===== src/rtl/lock_pkg.sv =====
// Shared definitions for the parametrised lock core: state encoding and
// counter-width helper.
package lock_pkg;

  typedef enum logic [2:0] {
    ST_LOCKED  = 3'd0,
    ST_OPEN    = 3'd1,
    ST_SET_PW  = 3'd2,
    ST_LOCKOUT = 3'd3,
    ST_ALARM   = 3'd4
  } state_t;

  localparam int STATE_W = 3;

  // Bits needed to hold every value 0..max_val (never less than one bit).
  function automatic int cnt_w(input int max_val);
    return (max_val < 1) ? 1 : $clog2(max_val + 1);
  endfunction

endpackage


===== src/rtl/security_lock_core_param_lockout_timer.sv =====
// Loadable down-counter for the lockout period; o_done marks the last
// counted cycle so the owner can leave lockout on the same edge it expires.
module lockout_timer #(
  parameter int W = 4
) (
  input  logic         i_clk,
  input  logic         i_reset,
  input  logic         i_load,
  input  logic [W-1:0] i_value,
  output logic [W-1:0] o_remaining,
  output logic         o_done
);

  always_ff @(posedge i_clk) begin
    if (i_reset) begin
      o_remaining <= '0;
    end else if (i_load) begin
      o_remaining <= i_value;
    end else if (o_remaining != '0) begin
      o_remaining <= o_remaining - 1'b1;
    end
  end

  assign o_done = (o_remaining == W'(1));

endmodule


===== src/rtl/security_lock_core_param.sv =====
// Lock core: digit entry buffer, stored password, trial counting, timed
// lockout, in-service password change and a terminal alarm.
module security_lock_core_param
  import lock_pkg::*;
#(
  parameter int DIGIT_W        = 4,
  parameter int NUM_DIGITS     = 3,
  parameter int MAX_TRIALS     = 3,
  parameter int LOCKOUT_CYCLES = 500_000_000,
  parameter int MAX_LOCKOUTS   = 3,
  parameter logic [NUM_DIGITS*DIGIT_W-1:0] RESET_PASSWORD = '0,
  localparam int PW_W    = NUM_DIGITS * DIGIT_W,
  localparam int TRIAL_W = $clog2(MAX_TRIALS + 1),
  localparam int CNT_W   = $clog2(NUM_DIGITS + 1),
  localparam int LO_W    = $clog2(LOCKOUT_CYCLES + 1)
) (
  input  logic                 i_clk,
  input  logic                 i_reset,
  input  logic [DIGIT_W-1:0]   i_digit,
  input  logic                 i_digit_valid,
  input  logic                 i_confirm,
  input  logic                 i_switch,
  input  logic                 i_clear,
  output logic [STATE_W-1:0]   o_state,
  output logic                 o_correct,
  output logic                 o_incorrect,
  output logic [TRIAL_W-1:0]   o_trials_left,
  output logic [PW_W-1:0]      o_entry,
  output logic [CNT_W-1:0]     o_entry_count,
  output logic [LO_W-1:0]      o_lockout_remaining
);

  localparam int LC_W = cnt_w(MAX_LOCKOUTS);

  state_t              state_q, state_d;
  logic [PW_W-1:0]     entry_q, entry_d;
  logic [PW_W-1:0]     pw_q, pw_d;
  logic [CNT_W-1:0]    count_q, count_d;
  logic [TRIAL_W-1:0]  trials_q, trials_d;
  logic [LC_W-1:0]     lock_cnt_q, lock_cnt_d;
  logic                incorrect_q, incorrect_d;
  logic                timer_load, timer_done;
  logic [LO_W-1:0]     timer_rem;
  logic                entry_full;
  logic [PW_W-1:0]     entry_shift;
  logic [CNT_W-1:0]    count_inc;

  lockout_timer #(.W(LO_W)) u_lockout_timer (
    .i_clk       (i_clk),
    .i_reset     (i_reset),
    .i_load      (timer_load),
    .i_value     (LO_W'(LOCKOUT_CYCLES)),
    .o_remaining (timer_rem),
    .o_done      (timer_done)
  );

  // Oldest digit falls off the top once the buffer is full.
  assign entry_full  = (count_q == CNT_W'(NUM_DIGITS));
  assign entry_shift = PW_W'({entry_q, i_digit});
  assign count_inc   = entry_full ? count_q : count_q + 1'b1;

  always_ff @(posedge i_clk) begin
    if (i_reset) begin
      state_q     <= ST_LOCKED;
      entry_q     <= '0;
      pw_q        <= RESET_PASSWORD;
      count_q     <= '0;
      trials_q    <= TRIAL_W'(MAX_TRIALS);
      lock_cnt_q  <= '0;
      incorrect_q <= 1'b0;
    end else begin
      state_q     <= state_d;
      entry_q     <= entry_d;
      pw_q        <= pw_d;
      count_q     <= count_d;
      trials_q    <= trials_d;
      lock_cnt_q  <= lock_cnt_d;
      incorrect_q <= incorrect_d;
    end
  end

  // Input priority within a cycle: clear > confirm > switch > digit.
  always_comb begin
    state_d     = state_q;
    entry_d     = entry_q;
    pw_d        = pw_q;
    count_d     = count_q;
    trials_d    = trials_q;
    lock_cnt_d  = lock_cnt_q;
    incorrect_d = incorrect_q;
    timer_load  = 1'b0;
    case (state_q)
      ST_LOCKED: begin
        if (i_clear) begin
          entry_d     = '0;
          count_d     = '0;
          incorrect_d = 1'b0;
        end else if (i_confirm) begin
          if (entry_full) begin
            entry_d = '0;
            count_d = '0;
            if (entry_q == pw_q) begin
              state_d     = ST_OPEN;
              trials_d    = TRIAL_W'(MAX_TRIALS);
              lock_cnt_d  = '0;
              incorrect_d = 1'b0;
            end else begin
              trials_d    = trials_q - 1'b1;
              incorrect_d = 1'b1;
              if (trials_q == TRIAL_W'(1)) begin
                lock_cnt_d = lock_cnt_q + 1'b1;
                if (lock_cnt_q == LC_W'(MAX_LOCKOUTS - 1)) begin
                  state_d = ST_ALARM;
                end else begin
                  state_d    = ST_LOCKOUT;
                  timer_load = 1'b1;
                end
              end
            end
          end
        end else if (!i_switch && i_digit_valid) begin
          entry_d     = entry_shift;
          count_d     = count_inc;
          incorrect_d = 1'b0;
        end
      end
      ST_OPEN: begin
        if (i_clear) begin
          entry_d = '0;
          count_d = '0;
        end else if (i_confirm) begin
          state_d = ST_LOCKED;
          entry_d = '0;
          count_d = '0;
        end else if (i_switch) begin
          state_d = ST_SET_PW;
          entry_d = '0;
          count_d = '0;
        end
      end
      ST_SET_PW: begin
        if (i_clear) begin
          entry_d = '0;
          count_d = '0;
        end else if (i_confirm) begin
          if (entry_full) begin
            pw_d    = entry_q;
            state_d = ST_OPEN;
            entry_d = '0;
            count_d = '0;
          end
        end else if (i_switch) begin
          state_d = ST_OPEN;
          entry_d = '0;
          count_d = '0;
        end else if (i_digit_valid) begin
          entry_d = entry_shift;
          count_d = count_inc;
        end
      end
      ST_LOCKOUT: begin
        if (timer_done) begin
          state_d  = ST_LOCKED;
          trials_d = TRIAL_W'(MAX_TRIALS);
        end
      end
      ST_ALARM: begin
        trials_d    = '0;
        incorrect_d = 1'b1;
      end
      default: state_d = ST_LOCKED;
    endcase
  end

  always_comb begin
    o_state             = state_q;
    o_correct           = (state_q == ST_OPEN) || (state_q == ST_SET_PW);
    o_incorrect         = incorrect_q;
    o_trials_left       = trials_q;
    o_entry             = entry_q;
    o_entry_count       = count_q;
    o_lockout_remaining = timer_rem;
  end

endmodule


===== config.mk =====
export PLATFORM = sky130hd
export DESIGN_NAME = security_lock_core_param
export DESIGN_NICKNAME = d
export VERILOG_FILES = /design/src/rtl/lock_pkg.sv /design/src/rtl/security_lock_core_param_lockout_timer.sv /design/src/rtl/security_lock_core_param.sv
export SDC_FILE = /design/constraint.sdc
export NUM_CORES = 1
export LEC_CHECK = 0
export ABC_AREA = 0
export CORE_ASPECT_RATIO = 1.5
export CORE_MARGIN = 1
export CORE_UTILIZATION = 55
export CTS_BUF_LIST = sky130_fd_sc_hd__clkbuf_4 sky130_fd_sc_hd__clkbuf_8
export DETAILED_ROUTE_END_ITERATION = 6
export DONT_BUFFER_PORTS = 1
export PLACE_DENSITY = 0.76
export SLEW_MARGIN = 0
export SYNTH_ARGS = -nofsm -noshare
export SYNTH_HDL_FRONTEND = slang
export SYNTH_SLANG_ARGS = --single-unit
export TNS_END_PERCENT = 20

===== constraint.sdc =====
create_clock -name i_clk -period 4.65 [get_ports i_clk]
set_input_delay 0.465 -clock i_clk [delete_from_list [all_inputs] [get_ports i_clk]]
set_output_delay 0.465 -clock i_clk [all_outputs]
set_load 0.02 [all_outputs]

==> flow_summary.yaml <==
run_status:
  status: "complete, no violations"
power:
  power_density_nw_per_um2: 692
  peakVddDrop_mv: 0.606
  power_leakage_nw: 1.42
synthesis:
  avgSynthCellArea_um2: 8.65
  synthCells: 369
  synth_xor_area_share_pct: 9.88
  synth.largest_area_cell: "dfxtp_1"
  async_reset_ff_share_pct: 0
  synth-simple-area-share_pct: 25.5
  synth_compound_area_share_pct: 11.8
  synthAdderAreaFrac_pct: 1.96
  ys_ff_latch: 63
  synth.mux.area_fraction_pct: 7.88
  synth_common_cells: "63 x dfxtp_1, 59 x nor2_1, 27 x xor2_1, 24 x mux2i_1, 18 x nor3_1"
  syn_area_um2: 3190
  ys_types: 53
  ys.flop_type: "dfxtp_1"
  yosysMostFrequentCell: "dfxtp_1"
  synth_area_leaders: "dfxtp_1 40%, mux2i_1 7.5%, xor2_1 7.4%, nor2_1 6.9%, nor3_1 2.8%"
  ys_seq_area_share_pct: 39.5
  synth_edf_count: 0
  synth_warnings: 0
  syn_nets: 384
  synth_top_family_by_area: "simple AND/OR/NAND/NOR gates"
  synth.top_cell.area_share_pct: 39.5
cells_and_area:
  antenna_cells: 0
  regArea_um2: 1260
  multi_input_area_um2: 1830
  final_cells: 440
  fillers: 497
  nets: 380
  final_layout_size_suffix_gt1_share_pct: 7.84
  area_growth_pct: 7.53
setup_path:
  critPathTopFamily: "simple AND/OR/NAND/NOR gates"
  required_ps: 4850
  crit_slowest_cell: "or4_4"
  worstSetupStartpointType: "flop"
  path_cells: "or4_4, or4b_4, nor3_2, nor3_1, xnor2_1, nor2_1"
  end_kind: "flop"
  crit_buf_inv: 0
  path_max_fanout: 9
  crit_type: "reg -> reg"
  r2r_slack_ps: 1950
  slowest_delay_ps: 600
  crit_arrival_ps: 2890
grt:
  track_usage_pct: 25.0
  grt_max_degree: 43
  grt_pass1_vias: 2609
  grt_pass1_wl_mm: 11.8
  antenna_found_initial: 0
  overflow: 0
place:
  dp.final_hpwl_mm: 4.97
  portBuffers: 0
  place_congestion: 0.843
  dp.cells: 424
detailed_routing:
  drc: 0
  firstDrtPassIters: 5
  via_per_inst: 6.07
  postRouteAntennaNets: 0
  vias: 2672
  avgRoutedWirePerCell_um: 16.2
  wirelength_mm: 7.12
  drt-initial-drc-count: 171
floorplanning:
  die-area_um2: 6120
  die_x_um: 64.2
  core_area_um2: 5530
  fp.dieH_um: 95.3
  io_pins: 60
  start_util_pct: 57.7
  rows: 33
sta:
  relSlewSlack_pct: 48.8
  final-setup-viol-count: 0
  tightest_slew_ps: 766
  fin_crit_sh_pct: 58.0
  slew_violations: 0
  fin_crit_ps: 2700
  hold_ws_ps: 189
  clock.fmax_ghz: 0.371
  rsz0062_at_grt: "no"
  hold_violations: 0
  fin_setup_tns_ps: 0
  skew_ps: 8.96
clock_tree:
  cts_buffer_depth: 2
  postCtsSetupBuffers: 0
  cts_buffers: 9
  insertion_delay_ps: 340
  clk_pin_slew_ps: 70
  root_buffer: "clkbuf_8"
  cts_tree: "done"
  cts_hold_buf: 0
  cts_resized: 0
  clock_sinks: 63
  htree_num_levels: 3
worst_hold_path:
  min_path_type: "in -> reg"
flow_run:
  drv_cap: 0
per-layer routing:
metal	vias up	part of all wire (%)	global-route usage (%)
met3	14	7.5	9.21
met4	0	2.0	11.5
met2	123	52	43.6
met1	1232	39	26.7
li1	1303	-	-
met5	-	0	0
sequential cells by signal (all words and copies together) (netlist names):
name	flops
u_lockout_timer.o_remaining	29
o_entry_count	2
o_incorrect	1
o_trials_left	2
pw_q	12
o_entry	12
o_state	3
lock_cnt_q	2
final cells by class:
class / instances / area share (%)
multi-input cells: 280 / 53.2
flip-flops and latches: 63 / 36.8
clock buffers: 12 / 4.63
well taps: 70 / 2.55
clock inverters: 4 / 1.53
inverters: 10 / 1.09
repair buffers: 1 / 0.219
cell usage in the layout (no fill, tap or decap), types with 3 or more instances in the layout:
master    netlist  layout
o21a_1          3       3
inv_1          10      10
dfxtp_1        63      63
xnor2_1         9       9
nand2_1        11      11
nor3_1         18      18
nor2_1         59      59
nand2b_1        8       8
a31oi_1         3       3
nor4_1         14      13
a21oi_1        15      15
nand3b_1        3       3
mux2i_1        24      24
or3_1           3       3
clkbuf_8        0      11
xor2_1         27      27
ha_1            5       5
nand3_1        13      13
nor2b_1         3       3
nand4_1         5       5
a21boi_0        3       3
or4_1           3       3
o21ai_0        17      17
report_power, final:
part | leakage (nW) | switching [mW] | internal, mW
Combinational | 0.793 | 0.514 | 0.403
Sequential | 0.512 | 0.305 | 0.654
Clock | 0.110 | 0.212 | 0.285
metrics by stage:
step	power (mW)	instance area [um^2]	worst slack (ps)	utilization (%)
5_1_grt	2.53	3430	1760	62.0
6_report	2.37	3430	1950	62.0
3_5_place_dp	1.86	3220	2000	58.2
2_1_floorplan	1.69	3190	2220	-
3_3_place_gp	1.83	3220	2070	58.2
4_1_cts	2.37	3430	1960	62.0
path summary, 6_finish.rpt:
check / startpoint / to / cells past startpoint
worst max-delay path: u_lockout_timer.o_remaining[16]$_SDFFE_PP0P_ / u_lockout_timer.o_remaining[17]$_SDFFE_PP0P_ / 6
worst min-delay path: i_reset / o_entry_count[1]$_SDFFE_PP0P_ / 1
worst max register to register: u_lockout_timer.o_remaining[16]$_SDFFE_PP0P_ / u_lockout_timer.o_remaining[17]$_SDFFE_PP0P_ / 6
worst min register to register: lock_cnt_q[1]$_SDFFE_PP0P_ / lock_cnt_q[1]$_SDFFE_PP0P_ / 2
logic make-up (layout without fill, tap and decap cells):
| kind of cell | Yosys count | after routing |
|---|---|---|
| AND/OR/NAND/NOR | 155 | 155 |
| XOR/XNOR | 36 | 36 |
| multiplexers | 25 | 25 |
| adder cells (fa/ha/maj) | 5 | 5 |
| flip-flops | 63 | 63 |
| buffers and inverters | 26 | 27 |
| AO/OA/AOI/OAI | 59 | 59 |
No activity file was read; power rests on OpenSTA's default activity.
